===== config.mk =====
export PLATFORM = sky130hd
export DESIGN_NAME = cram_port_arbiter
export DESIGN_NICKNAME = d
export VERILOG_FILES = /design/src/rtl/cram_port_arbiter.sv
export SDC_FILE = /design/constraint.sdc
export NUM_CORES = 1
export LEC_CHECK = 0
export ABC_CLOCK_PERIOD_IN_PS = 2400
export CAP_MARGIN = 40
export CORE_AREA = 2 2 192 194
export CTS_BUF_LIST = sky130_fd_sc_hd__clkbuf_16
export DETAILED_ROUTE_END_ITERATION = 16
export DIE_AREA = 0 0 194 196
export HOLD_SLACK_MARGIN = 0.15
export MAX_ROUTING_LAYER = met4
export PLACE_DENSITY_LB_ADDON = 0.25
export SLEW_MARGIN = 20
export SYNTH_ARGS = -nofsm -noshare
export SYNTH_HDL_FRONTEND = slang
export SYNTH_SLANG_ARGS = --single-unit

===== constraint.sdc =====
create_clock -name clk -period 2.4 [get_ports clk]
set_input_delay 0.48 -clock clk [delete_from_list [all_inputs] [get_ports clk]]
set_output_delay 0.48 -clock clk [all_outputs]
set_load 0.01 [all_outputs]

===== src/rtl/cram_port_arbiter.sv =====
// cram_port_arbiter: registered request/grant/release arbiter that shares one
// dual-port compute RAM among NUM_CLIENTS masters, with a guard gap on handover.
// Ports:
//   clk, reset (async, active low)
//   req, rel (release pulse, owner only), grant (one-hot), owner, busy
//   cl_rd_en, cl_wr_en, cl_rd_addr, cl_wr_addr, cl_wr_data : packed per client
//   rd_sample1/2 (broadcast read data), rd_valid (per-client tag)
//   cram_* : registered RAM strobes, addresses, write data; cram_rd_data1/2 in
module cram_port_arbiter #(
    parameter int N             = 32,
    parameter int word_size     = 16,
    parameter int address_width = $clog2(N),
    parameter int NUM_CLIENTS   = 3,
    parameter int RR_MODE       = 0,
    parameter int RD_LATENCY    = 1,
    parameter int SWITCH_GAP    = 1
) (
    input  logic                                   clk,
    input  logic                                   reset,
    input  logic [NUM_CLIENTS-1:0]                 req,
    input  logic [NUM_CLIENTS-1:0]                 rel,
    output logic [NUM_CLIENTS-1:0]                 grant,
    output logic [2:0]                             owner,
    output logic                                   busy,
    input  logic [NUM_CLIENTS-1:0]                 cl_rd_en,
    input  logic [NUM_CLIENTS-1:0]                 cl_wr_en,
    input  logic [NUM_CLIENTS*2*address_width-1:0] cl_rd_addr,
    input  logic [NUM_CLIENTS*2*address_width-1:0] cl_wr_addr,
    input  logic [NUM_CLIENTS*4*word_size-1:0]     cl_wr_data,
    output logic [2*word_size-1:0]                 rd_sample1,
    output logic [2*word_size-1:0]                 rd_sample2,
    output logic [NUM_CLIENTS-1:0]                 rd_valid,
    output logic                                   cram_rd_en,
    output logic                                   cram_wr_en,
    output logic [address_width-1:0]               cram_rd_address1,
    output logic [address_width-1:0]               cram_rd_address2,
    output logic [address_width-1:0]               cram_wr_address1,
    output logic [address_width-1:0]               cram_wr_address2,
    output logic [2*word_size-1:0]                 cram_wr_data1,
    output logic [2*word_size-1:0]                 cram_wr_data2,
    input  logic [2*word_size-1:0]                 cram_rd_data1,
    input  logic [2*word_size-1:0]                 cram_rd_data2
);

    localparam int C  = NUM_CLIENTS;
    localparam int AW = address_width;
    localparam int SW = 2 * word_size;

    typedef enum logic [1:0] {
        ST_IDLE  = 2'd0,
        ST_GRANT = 2'd1,
        ST_DRAIN = 2'd2
    } state_t;

    state_t         r_state, w_state_nxt;
    logic [C-1:0]   r_grant, w_grant_nxt;
    logic [2:0]     r_owner, w_owner_nxt;
    logic [2:0]     r_last_owner, w_last_nxt;
    logic [1:0]     r_gap, w_gap_nxt;

    logic [2*C-1:0] w_req2;
    logic [2:0]     w_base;
    logic [3:0]     w_sum;
    logic [2:0]     w_win;
    logic           w_hit;
    logic [C-1:0]   w_win_oh;

    // Rotate the request vector so the search always starts at bit 0,
    // then map the hit position back to a client index.
    always_comb begin
        w_base = '0;
        if (RR_MODE != 0) begin
            if (r_last_owner == 3'(C - 1)) begin
                w_base = '0;
            end else begin
                w_base = r_last_owner + 3'd1;
            end
        end
        w_req2 = {req, req} >> w_base;
        w_hit  = 1'b0;
        w_sum  = '0;
        w_win  = '0;
        for (int i = 0; i < C; i++) begin
            if (!w_hit && w_req2[i]) begin
                w_hit = 1'b1;
                w_sum = {1'b0, w_base} + 4'(i);
                if (w_sum >= 4'(C)) begin
                    w_sum = w_sum - 4'(C);
                end
                w_win = w_sum[2:0];
            end
        end
        w_win_oh = {{(C-1){1'b0}}, 1'b1} << w_win;
    end

    always_comb begin
        w_state_nxt = r_state;
        w_grant_nxt = r_grant;
        w_owner_nxt = r_owner;
        w_last_nxt  = r_last_owner;
        w_gap_nxt   = r_gap;
        unique case (r_state)
            ST_IDLE: begin
                if (w_hit) begin
                    w_grant_nxt = w_win_oh;
                    w_owner_nxt = w_win;
                    w_last_nxt  = w_win;
                    w_state_nxt = ST_GRANT;
                end
            end
            ST_GRANT: begin
                // Only the owner's release bit can match the one-hot grant.
                if (|(rel & r_grant)) begin
                    w_grant_nxt = '0;
                    w_gap_nxt   = 2'(SWITCH_GAP - 1);
                    w_state_nxt = ST_DRAIN;
                end
            end
            ST_DRAIN: begin
                if (r_gap == 2'd0) begin
                    w_state_nxt = ST_IDLE;
                end else begin
                    w_gap_nxt = r_gap - 2'd1;
                end
            end
            default: w_state_nxt = ST_IDLE;
        endcase
    end

    always_ff @(posedge clk or negedge reset) begin
        if (!reset) begin
            r_state      <= ST_IDLE;
            r_grant      <= '0;
            r_owner      <= '0;
            r_last_owner <= 3'(C - 1);
            r_gap        <= '0;
        end else begin
            r_state      <= w_state_nxt;
            r_grant      <= w_grant_nxt;
            r_owner      <= w_owner_nxt;
            r_last_owner <= w_last_nxt;
            r_gap        <= w_gap_nxt;
        end
    end

    logic          w_rd_en, w_wr_en;
    logic [2*AW-1:0] w_rd_addr, w_wr_addr;
    logic [2*SW-1:0] w_wr_data;
    logic          r_rd_en, r_wr_en;
    logic [2*AW-1:0] r_rd_addr, r_wr_addr;
    logic [2*SW-1:0] r_wr_data;

    // Addresses and data hold their last value when nobody owns the RAM.
    always_comb begin
        w_rd_en   = 1'b0;
        w_wr_en   = 1'b0;
        w_rd_addr = r_rd_addr;
        w_wr_addr = r_wr_addr;
        w_wr_data = r_wr_data;
        for (int k = 0; k < C; k++) begin
            if (r_grant[k]) begin
                w_rd_en   = cl_rd_en[k];
                w_wr_en   = cl_wr_en[k];
                w_rd_addr = cl_rd_addr[k*2*AW +: 2*AW];
                w_wr_addr = cl_wr_addr[k*2*AW +: 2*AW];
                w_wr_data = cl_wr_data[k*2*SW +: 2*SW];
            end
        end
    end

    always_ff @(posedge clk or negedge reset) begin
        if (!reset) begin
            r_rd_en   <= 1'b0;
            r_wr_en   <= 1'b0;
            r_rd_addr <= '0;
            r_wr_addr <= '0;
            r_wr_data <= '0;
        end else begin
            r_rd_en   <= w_rd_en && (r_state != ST_DRAIN);
            r_wr_en   <= w_wr_en && (r_state != ST_DRAIN);
            r_rd_addr <= w_rd_addr;
            r_wr_addr <= w_wr_addr;
            r_wr_data <= w_wr_data;
        end
    end

    // One stage for the registered strobe plus RD_LATENCY for the RAM.
    logic [C-1:0] r_vpipe [RD_LATENCY+1];

    always_ff @(posedge clk or negedge reset) begin
        if (!reset) begin
            for (int i = 0; i <= RD_LATENCY; i++) begin
                r_vpipe[i] <= '0;
            end
        end else begin
            r_vpipe[0] <= r_grant & cl_rd_en;
            for (int i = 1; i <= RD_LATENCY; i++) begin
                r_vpipe[i] <= r_vpipe[i-1];
            end
        end
    end

    assign grant            = r_grant;
    assign owner            = r_owner;
    assign busy             = (r_state == ST_DRAIN) || (|r_grant);
    assign rd_valid         = r_vpipe[RD_LATENCY];
    assign rd_sample1       = cram_rd_data1;
    assign rd_sample2       = cram_rd_data2;
    assign cram_rd_en       = r_rd_en;
    assign cram_wr_en       = r_wr_en;
    assign cram_rd_address1 = r_rd_addr[AW-1:0];
    assign cram_rd_address2 = r_rd_addr[2*AW-1:AW];
    assign cram_wr_address1 = r_wr_addr[AW-1:0];
    assign cram_wr_address2 = r_wr_addr[2*AW-1:AW];
    assign cram_wr_data1    = r_wr_data[SW-1:0];
    assign cram_wr_data2    = r_wr_data[2*SW-1:SW];

endmodule


== Yosys cells after proc, flatten, opt, wreduce, memory -nomap -nowiden ==
Index checks and enable logic that the tools add are counted.
Widths: inputs -> output; s select.

* Add/sub/neg operators: 1
* Shift-type cells: 1
* Equality and inequality tests: 7
* Multiplexer cells: 30
* Bitwise logic cells: 2
* Reduce and logical (&&, ||, !) cells: 18

{| class="wikitable"
|+ Operators by type and width
! operator !! count
|-
| $mux 64 || 3
|-
| $mux 10 || 6
|-
| $mux 2 || 6
|-
| $mux 1 || 10
|-
| $ne 2x2->1 const B || 5
|-
| $reduce_and 3->1 || 3
|-
| $and 3x3->3 || 2
|-
| $mux 3 || 2
|-
| $pmux 2 s3 || 1
|-
| $pmux 3 s2 || 1
|-
| $reduce_or 3->1 || 2
|-
| $logic_and 1x1->1 || 4
|-
| $logic_not 2->1 || 2
|-
| $pmux 2 s2 || 1
|-
| $reduce_bool 2->1 || 2
|-
| $reduce_bool 3->1 || 1
|-
| $shl 1x3->3 const A || 1
|-
| $eq 2x1->1 const B || 1
|-
| $eq 2x2->1 const B || 1
|-
| $logic_not 1->1 || 2
|-
| $reduce_and 2->1 || 1
|-
| $sub 2x1->2 const B || 1
|-
| $logic_or 1x1->1 || 1
|}

* Register bits after elaboration: 102
* Input port bits: 330
* Logic and storage cells: 70
* Output and inout bits: 160

== Longest topological paths before layout ==
Gate-level depths: netlist (run 1).

* Word-level depth: 10
* Depth in mapped cells: 7
* Mapped depth without buffers: 5

== Worst setup path after synthesis (run 1) ==
OpenSTA, ideal clock, no wires.

* Kind: flip-flop to output port
* Start point: reg r_grant[1], in the netlist grant[1]
* End point: out busy
* Required time: 1920 ps
* Setup slack: 636 ps
* Cell stages (with the launch flop): 7
* Buffers on the path: 4
* Data arrival time: 1284 ps
* Cells stage by stage: dfrtp_1 > buf_4 > nor3_4 > buf_6 > buf_6 > buf_6 > nand2_1

* Cells in the longest elaborated chain, start to end: 2

{| class="wikitable"
|+ Ends and longest elaborated chain
! what !! line !! source
|-
| from (decl) || 56 || <nowiki>logic [C-1:0] r_grant, w_grant_nxt;</nowiki>
|-
| from (signal assigned) || 139 || <nowiki>r_grant <= w_grant_nxt;</nowiki>
|-
| $reduce_or 3->1 || 205 || <nowiki>assign busy = (r_state == ST_DRAIN) || (|r_grant);</nowiki>
|-
| $logic_or 1x1->1 || 205 ||
|-
| to (decl) || 24 || <nowiki>output logic busy,</nowiki>
|}

No other way between the ends.

== Worst setup path after layout (run 1) ==
* Start point: reg r_grant[2], in the netlist grant[2]
* End point: out busy

The elaborated chain is that of the path after synthesis.

==> results of run 1 <==
-- cells in the final DEF, fill, tap and decap left out, types with 2 or more instances in the layout --
cell / n
o21ai_0: 79
mux2i_1: 84
clkbuf_16: 9
dfrtp_4: 2
buf_4: 2
o211a_1: 2
dfrtp_1: 99
inv_1: 6
o21ai_1: 9
a21oi_1: 84
nand2_1: 94
nor2_1: 88
buf_12: 5
nand3_1: 2
bufinv_16: 2
clkdlybuf4s50_1: 359
and2_1: 3
-- synth_stat cells, drive strengths merged --
cell type | n | area (µm²)
nor3 | 1 | 16.3
mux2 | 1 | 11.3
ha | 1 | 12.5
a211o | 1 | 8.76
o21a | 1 | 7.51
o211a | 2 | 20.0
a22o | 1 | 8.76
a21oi | 84 | 420
o31ai | 1 | 7.51
nand2b | 1 | 6.26
mux2i | 84 | 841
inv | 5 | 18.8
dfrtp | 101 | 2530
buf | 103 | 739
nor2 | 88 | 330
nor3b | 1 | 7.51
nor2b | 1 | 6.26
and2 | 3 | 18.8
nor4 | 1 | 6.26
clkbuf | 12 | 45.0
nand2 | 94 | 353
a311oi | 1 | 15.0
o21ai | 88 | 440
nand3 | 2 | 10.0
conb | 1 | 3.75
a22oi | 1 | 21.3
o211ai | 1 | 7.51
-- worst paths after layout --
kind	to	slack, ns	startpoint
hold / removal	r_wr_data[4]	0.18	reset
setup reg to reg	r_wr_data[12]	0.64	grant[2]
hold reg to reg	rd_valid[0]	0.35	r_vpipe[3]
max in group asynchronous	grant[2]	1.73	reset
setup / recovery	busy	0.14	grant[2]
min in group clk	rd_valid[0]	0.35	r_vpipe[3]
-- registers in the layout (all words and copies together), names as in the netlist --
name	flops
owner	2
r_state	2
r_gap	2
rd_valid	3
r_wr_data	64
r_vpipe	3
grant	3
r_rd_addr	10
cram_rd_en	1
r_wr_addr	10
cram_wr_en	1
-- power groups by stage --
| stage | Clock (mW) | Combinational, mW | Sequential [mW] |
|---|---|---|---|
| 2_1_floorplan | 0 | 3.42 | 3.36 |
| 3_3_place_gp | 0 | 6.36 | 3.05 |
| 3_5_place_dp | 0 | 6.39 | 3.09 |
| 4_1_cts | 1.71 | 6.39 | 3.07 |
| 5_1_grt | 1.78 | 7.03 | 3.17 |
| 6_report | 1.63 | 6.28 | 3.04 |
-- critical path: stages, from the launching register on --
cell             delay [ns]
dfrtp_4                0.52
nor3_4                 0.28
nand2_1                0.12
clkdlybuf4s50_1        0.50
-- per-layer routing --
metal,global-route usage [%],share of wire [%],wire (µm)
met1,12.9,41,8870
met2,18.6,47,10100
met3,3.52,8.0,1710
met4,4.60,3.2,677
met5,-,0,0
-- layout make-up --
cell class | count | share of cell area (%)
Sequential cell | 101 | 25.9
Tap cell | 468 | 5.99
Inverter | 5 | 0.192
Clock buffer | 9 | 2.31
Clock inverter | 7 | 0.922
Timing Repair Buffer | 367 | 38.2
Multi-Input combinational cell | 460 | 26.4
-- cells by family (layout without fill, tap and decap cells) --
family	after synthesis	count (layout)	synth area share (%)
simple gates	192	192	12.8
buf+inv	120	388	13.6
fa+ha+maj	1	1	0.212
other cells	1	1	0.0634
mux	85	85	14.4
flops	101	101	42.8
compound gates	181	181	16.2
-- metrics by stage --
step / hold slack (ns) / area, µm² / power [mW] / setup slack [ns] / utilization [%]
detailed placement: 0.335 / 9430 / 9.48 / 0.519 / 26.1
global placement: 0.334 / 9430 / 9.41 / 0.514 / 26.1
global route: 0.226 / 9770 / 12.0 / 0.0626 / 27.1
CTS: 0.204 / 9740 / 11.2 / 0.0930 / 27.0
floorplan: 0.184 / 5910 / 6.78 / 0.636 / -
finish: 0.184 / 9770 / 10.9 / 0.141 / 27.1
==> flow_metrics.env, run 1 <==
export IMPL_n_fill_cell=3939
export IMPL_drt_iter0_drc=154
export IMPL_fin_crit_sh_pct=94.1
export IMPL_cp_data_arrival_time_ns=1.78
export IMPL_num_rows=70
export IMPL_synth_ff_latch_count=101
export IMPL_max_freq_mhz=443
export IMPL_first_global_vias=5558
export IMPL_path_max_fanout=4
export IMPL_antenna_found_initial=0
export IMPL_slew_viol_final=0
export IMPL_synth_area_um2=5910
export IMPL_final_nets=1275
export IMPL_post_drt_wl_per_cell_um=15.1
export IMPL_internal_power_mw=6.55
export IMPL_drc_errors=0
export IMPL_sequentialPowerShare_pct=27.8
export IMPL_cts_tree="yes"
export IMPL_hold_viol_final=0
export IMPL_grt_usage_pct=11.4
export IMPL_grt_first_pass_wirelength_mm=32.3
export IMPL_cts_buffers=9
export IMPL_initial_utilization_pct=16.4
export IMPL_syn_avg_cell_area_um2=8.68
export IMPL_ios=490
export IMPL_vdd_drop_max_v=0.000863
export IMPL_yosysWarnings=0
export IMPL_tightestPinTransition_ns=0.625
export IMPL_synth_nets=1012
export IMPL_die_y_um=196
export IMPL_p_sw_mw=4.39
export IMPL_powerDensity_nw_per_um2=1120
export IMPL_wl_mm=21.4
export IMPL_cts_hold_buffers=0
export IMPL_grt_max_degree=169
export IMPL_dr_pass1_iters=4
export IMPL_slew_headroom_pct=58.3
export IMPL_multi_input_area_um2=2580
export IMPL_core_um2=36100
export IMPL_dp_hpwl_mm=16.5
export IMPL_io_buffer_count=360
export IMPL_worstSetupStartpointType="flop"
export IMPL_rsz0062_at_grt="no"
export IMPL_synth_cells=681
export IMPL_clock_skew_ns=0.0102
export IMPL_avgViaCountPerCell=3.84
export IMPL_comb_power_share_pct=57.4
export IMPL_place_congestion=0.738
export IMPL_setup_tns_ns=0
export IMPL_finalSetupViolations=0
export IMPL_post_cts_setup_buffers=0
export IMPL_layout_area_seq_um2=2530
export IMPL_dp_cells=1400
export IMPL_final_cell_count_no_fill=1417
export IMPL_clockBufferDepth=2
export IMPL_h_tree_depth=3
export IMPL_critPathRequiredTime_ns=1.92
export IMPL_diodes=0
export IMPL_ant_nets=0
export IMPL_gr_total_overflow=0
export IMPL_via_count=5437
export IMPL_die_w_um=194
export IMPL_insertion_delay_ns=0.35
export IMPL_hp_class="in -> async"
export IMPL_period_needed_ns=2.26
export IMPL_synth_distinct_cells=31
export IMPL_switching_share_pct=40.1
export IMPL_endpoint_kind="output pin"
export IMPL_dieArea_um2=38000
export IMPL_power_leakage_nw=3.83
export IMPL_drive_above_1_share_pct=2.95
export IMPL_syn2layout_area_growth_pct=65.3
export IMPL_clock_root_buffer="clkbuf_16"
export IMPL_status="complete, no violations"
export IMPL_seq_area_frac_synth_pct=42.8
export IMPL_drv_cap=0
export IMPL_cts_clk_slew_worst_paths_ns=0.08
export IMPL_r2r_cells=3
export IMPL_cts_resized_gates=0
export IMPL_clkPwrFrac_pct=14.9
export IMPL_clkSinkCount=101
export IMPL_critPathKind="reg -> out"
No activity file was read; power rests on OpenSTA's default activity.
==> inputs of run 2 (changes only) <==
- REMOVE_ABC_BUFFERS: default -> 1
==> run 2 against run 1 <==
  * Flip-flop and latch count stayed put
  * Clock power decreased by 13%
  * First-iteration DRC count grew 1.3%
==> flow_metrics.env, run 2 (same netlist as run 1, synthesis figures left out) <==
export IMPL_ios=490
export IMPL_vdd_drop_max_v=0.00116
export IMPL_slew_headroom_pct=56.2
export IMPL_dp_hpwl_mm=21.6
export IMPL_top_register="r_wr_data"
export IMPL_n_fill_cell=3967
export IMPL_gr_total_overflow=0
export IMPL_initial_utilization_pct=16.4
export IMPL_stdcell_area_um2=9750
export IMPL_layout_area_seq_um2=2530
export IMPL_top_regs="r_wr_data x64, r_rd_addr x10, r_wr_addr x10"
export IMPL_slew_viol_final=0
export IMPL_drive_above_1_share_pct=3.05
export IMPL_h_tree_depth=3
export IMPL_path_max_fanout=6
export IMPL_via_count=5626
export IMPL_dr_pass1_iters=4
export IMPL_grt_first_pass_wirelength_mm=38.5
export IMPL_clock_skew_ns=0.0127
export IMPL_power_mw=10.8
export IMPL_max_freq_mhz=453
export IMPL_die_y_um=196
export IMPL_antenna_found_initial=0
export IMPL_clkSinkCount=101
export IMPL_placed_area_um2=9440
export IMPL_core_um2=36100
export IMPL_powerDensity_nw_per_um2=1100
export IMPL_diodes=0
export IMPL_post_drt_wl_per_cell_um=19.1
export IMPL_drt_iter0_drc=156
export IMPL_die_w_um=194
export IMPL_power_leakage_nw=3.82
export IMPL_cp_data_arrival_time_ns=1.73
export IMPL_status="complete, no violations"
export IMPL_wl_mm=27.1
export IMPL_rsz0062_at_grt="no"
export IMPL_cts_tree="yes"
export IMPL_critPathKind="reg -> out"
export IMPL_cts_clk_slew_worst_paths_ns=0.08
export IMPL_worstSetupStartpointType="flop"
export IMPL_final_nets=1278
export IMPL_setup_tns_ns=0
export IMPL_final_cell_count_no_fill=1420
export IMPL_syn2layout_area_growth_pct=64.9
export IMPL_final_common_cell="clkdlybuf4s50_1"
export IMPL_place_congestion=0.823
export IMPL_clockBufferDepth=2
export IMPL_dp_cells=1402
export IMPL_cts_buffers=9
export IMPL_num_rows=70
export IMPL_cts_resized_gates=0
export IMPL_finalSetupViolations=0
export IMPL_insertion_delay_ns=0.37
export IMPL_drc_errors=0
export IMPL_multi_input_area_um2=2580
export IMPL_grt_usage_pct=14.4
export IMPL_reg2reg_slack_ns=0.57
export IMPL_cp_slowest_cell="dfrtp_4"
export IMPL_drv_cap=0
export IMPL_cpPeakStageDelay_ns=0.52
export IMPL_fin_crit_sh_pct=92.1
export IMPL_tightestPinTransition_ns=0.657
export IMPL_io_buffer_count=360
export IMPL_period_needed_ns=2.21
export IMPL_ant_nets=0
export IMPL_critPathRequiredTime_ns=1.92
export IMPL_first_global_vias=5645
export IMPL_hold_slack_ns=0.366
export IMPL_final_cell_mix="359 x clkdlybuf4s50_1, 99 x dfrtp_1, 94 x nand2_1"
export IMPL_largest_reg_flops=64
export IMPL_hp_class="reg -> reg"
export IMPL_grt_max_degree=169
export IMPL_crit_chain="nor3_4 > nand2_1 > clkdlybuf4s50_1"
export IMPL_clock_root_buffer="clkbuf_16"
export IMPL_hold_viol_final=0
export IMPL_dieArea_um2=38000
export IMPL_endpoint_kind="output pin"
export IMPL_avgViaCountPerCell=3.96
[run 2: cell count changes in the layout (fill, tap and decap cells not counted), sizes merged]
cell / before / now
inv: 7 / 8
clkinv: 3 / 2
clkinvlp: 0 / 2
bufinv: 2 / 0
buf: 8 / 10
dlygate4sd3: 0 / 1
[run 2: worst paths after layout]
kind                                 start  cells past startpoint            end
worst min-delay path            r_vpipe[4]                      0    rd_valid[1]
worst max register to register    grant[2]                      5       r_gap[1]
min in group asynchronous            reset                      2   r_wr_addr[2]
worst max-delay path              grant[2]                      3           busy
worst min register to register  r_vpipe[4]                      0    rd_valid[1]
max in group asynchronous            reset                      3  r_wr_data[25]
[run 2: cell type report]
type | instances | share of cell area (%)
Timing Repair Buffer | 370 | 38.6
Multi-Input combinational cell | 460 | 26.5
Sequential cell | 101 | 26.0
Tap cell | 468 | 6.01
Clock buffer | 9 | 2.31
Clock inverter | 7 | 0.449
Inverter | 5 | 0.193
[run 2: critical path: cells and delay by family, from the launching register on]
kind | cells | cell delay, ns
buffers and inverters | 1 | 0.49
DFF | 1 | 0.52
and+or+nand+nor | 2 | 0.36
[run 2: repair_timing]
action | in CTS | in global routing
setup buffers | 0 | 0
hold buffers | 1 | 0
hold endpoints to repair | 24 | 0
[run 2: metal layers]
metal  global-route usage, %  part of all wire (%)  vias up
met5                       -                     0        -
met4                    2.64                  0.94        0
met3                    14.0                    20       17
met2                    19.4                    41      351
met1                    15.2                    39     2489
li1                        -                     -     2769
[run 2: per-stage QoR]
stage,setup slack (ns),util [%]
detailed placement,0.567,26.2
global placement,0.566,26.2
CTS,0.143,26.9
global route,0.0620,27.0
finish,0.191,27.0
floorplan,-3.48,-
[run 2: report_power, final]
part           switching (mW)  leakage, nW  internal, mW  total [mW]
Sequential              0.453         1.25          2.57        3.03
Combinational            3.26         2.44          3.06        6.33
Clock                   0.721        0.132         0.700        1.42
Total                    4.44         3.82          6.34        10.8
==> inputs of run 3 (changes only) <==
- CTS_BUF_LIST: sky130_fd_sc_hd__clkbuf_16 -> default
==> run 3 against run 2 <==
  * Core utilization is essentially flat
  * Largest cell class unchanged
  * Design area grew 0.10%
  * Clock power is 3% higher
  * Highest routed layer unchanged
  * Die area unchanged
==> flow_metrics.env, run 3 (same netlist as run 1, synthesis figures left out) <==
export IMPL_insertion_delay_ns=0.37
export IMPL_cts_buffers=9
export IMPL_final_cell_mix="359 x clkdlybuf4s50_1, 99 x dfrtp_1, 94 x nand2_1"
export IMPL_cp_data_arrival_time_ns=1.73
export IMPL_initial_utilization_pct=16.4
export IMPL_avgViaCountPerCell=3.96
export IMPL_fin_crit_sh_pct=92.0
export IMPL_first_global_vias=5655
export IMPL_h_tree_depth=3
export IMPL_die_w_um=194
export IMPL_power_leakage_nw=3.82
export IMPL_holdPathEnd="rd_valid[1]"
export IMPL_top_regs="r_wr_data x64, r_rd_addr x10, r_wr_addr x10"
export IMPL_post_drt_wl_per_cell_um=19.1
export IMPL_worstSetupStartpointType="flop"
export IMPL_hold_start="r_vpipe[4]"
export IMPL_ant_nets=0
export IMPL_cpPeakStageDelay_ns=0.52
export IMPL_fin_util_pct=27.0
export IMPL_cts_tree="yes"
export IMPL_vdd_drop_max_v=0.00116
export IMPL_syn2layout_area_growth_pct=65.1
export IMPL_die_y_um=196
export IMPL_clock_skew_ns=0.0130
export IMPL_final_common_cell="clkdlybuf4s50_1"
export IMPL_slew_viol_final=0
export IMPL_finalSetupViolations=0
export IMPL_reg2reg_slack_ns=0.57
export IMPL_final_nets=1278
export IMPL_grt_max_degree=169
export IMPL_dr_pass1_iters=4
export IMPL_diodes=0
export IMPL_hold_viol_final=0
export IMPL_hp_class="reg -> reg"
export IMPL_critPathRequiredTime_ns=1.92
export IMPL_grt_first_pass_wirelength_mm=38.6
export IMPL_clkSinkCount=101
export IMPL_wl_mm=27.1
export IMPL_slew_headroom_pct=56.2
export IMPL_drt_iter0_drc=156
export IMPL_cts_hold_buffers=1
export IMPL_antenna_found_initial=0
export IMPL_r2r_end="r_gap[1]"
export IMPL_drc_errors=0
export IMPL_grt_usage_pct=14.4
export IMPL_period_needed_ns=2.21
export IMPL_r2r_start="grant[2]"
export IMPL_place_congestion=0.823
export IMPL_rsz0062_at_grt="no"
export IMPL_ios=490
export IMPL_dp_hpwl_mm=21.6
export IMPL_status="complete, no violations"
export IMPL_max_freq_mhz=453
export IMPL_core_um2=36100
export IMPL_cp_slowest_cell="dfrtp_4"
export IMPL_clockBufferDepth=2
export IMPL_crit_chain="nor3_4 > nand2_1 > clkdlybuf4s50_1"
export IMPL_tightestPinTransition_ns=0.657
export IMPL_drv_cap=0
export IMPL_num_rows=70
export IMPL_via_count=5625
export IMPL_powerDensity_nw_per_um2=1110
export IMPL_min_delay_path_depth=0
export IMPL_critPathKind="reg -> out"
export IMPL_top_register="r_wr_data"
export IMPL_power_mw=10.8
export IMPL_dieArea_um2=38000
export IMPL_io_buffer_count=360
export IMPL_post_cts_setup_buffers=0
export IMPL_gr_total_overflow=0
export IMPL_path_max_fanout=6
export IMPL_drive_above_1_share_pct=3.15
export IMPL_r2r_cells=5
export IMPL_clock_root_buffer="clkbuf_16"
export IMPL_largest_reg_flops=64
export IMPL_endpoint_kind="output pin"
export IMPL_cts_clk_slew_worst_paths_ns=0.08
export IMPL_cts_resized_gates=0
==> run 3: cell types whose count changed in the layout (fill, tap and decap cells not counted), sizes merged <==
| cell | before | now |
|---|---|---|
| inv | 8 | 6 |
| clkinv | 2 | 1 |
| clkbuf | 9 | 12 |
==> run 3: through the flow <==
step           area [µm²]  cells  setup TNS (ns)  hold slack [ns]  setup slack (ns)
2_1_floorplan        5130    566         -288.67            0.184             -3.48
3_3_place_gp         9440   1402               0            0.335             0.566
3_5_place_dp         9440   1402               0            0.346             0.567
4_1_cts              9730   1419               0            0.365             0.143
5_1_grt              9760   1420               0            0.368            0.0623
6_report             9760   1420               0            0.366             0.191
==> run 3: worst max-delay path: cells and delay by family (launching register included) <==
kind,cells,cell delay [ns]
flops,1,0.52
buf+inv,1,0.49
simple gates,2,0.36
==> run 3: final cells by class <==
| type | instances | area, µm² |
|---|---|---|
| Fill cell | 3965 | 26300 |
| Timing Repair Buffer | 370 | 3760 |
| Multi-Input combinational cell | 460 | 2580 |
| Sequential cell | 101 | 2530 |
| Tap cell | 468 | 586 |
| Clock buffer | 12 | 246 |
| Clock inverter | 4 | 32.5 |
| Inverter | 5 | 18.8 |
==> run 3: worst max-delay path by stage <==
| stage | from | to | slack [ns] | depth (start not counted) |
|---|---|---|---|---|
| 2_1_floorplan | grant[1] | busy | -3.48 | 2 |
| 3_3_place_gp | rel[0] | r_gap[1] | 0.57 | 5 |
| 3_5_place_dp | grant[2] | r_gap[1] | 0.57 | 5 |
| 4_1_cts | grant[2] | busy | 0.14 | 3 |
| 5_1_grt | r_state[0] | busy | 0.06 | 3 |
| 6_report | grant[2] | busy | 0.19 | 3 |
==> run 3: routing by layer <==
metal | routed length, µm | vias to the layer above | part of all wire (%) | GRT usage [%]
met4 | 255 | 0 | 0.94 | 2.64
met5 | 0 | - | 0 | -
met2 | 11000 | 351 | 41 | 19.5
met3 | 5370 | 17 | 20 | 14.0
met1 | 10500 | 2488 | 39 | 15.2
li1 | - | 2769 | - | -
==> run 3: power by group <==
group | internal, mW | switching, mW | leakage [nW]
sequential | 2.57 | 0.453 | 1.25
combinational | 3.06 | 3.26 | 2.44
clock | 0.740 | 0.720 | 0.129
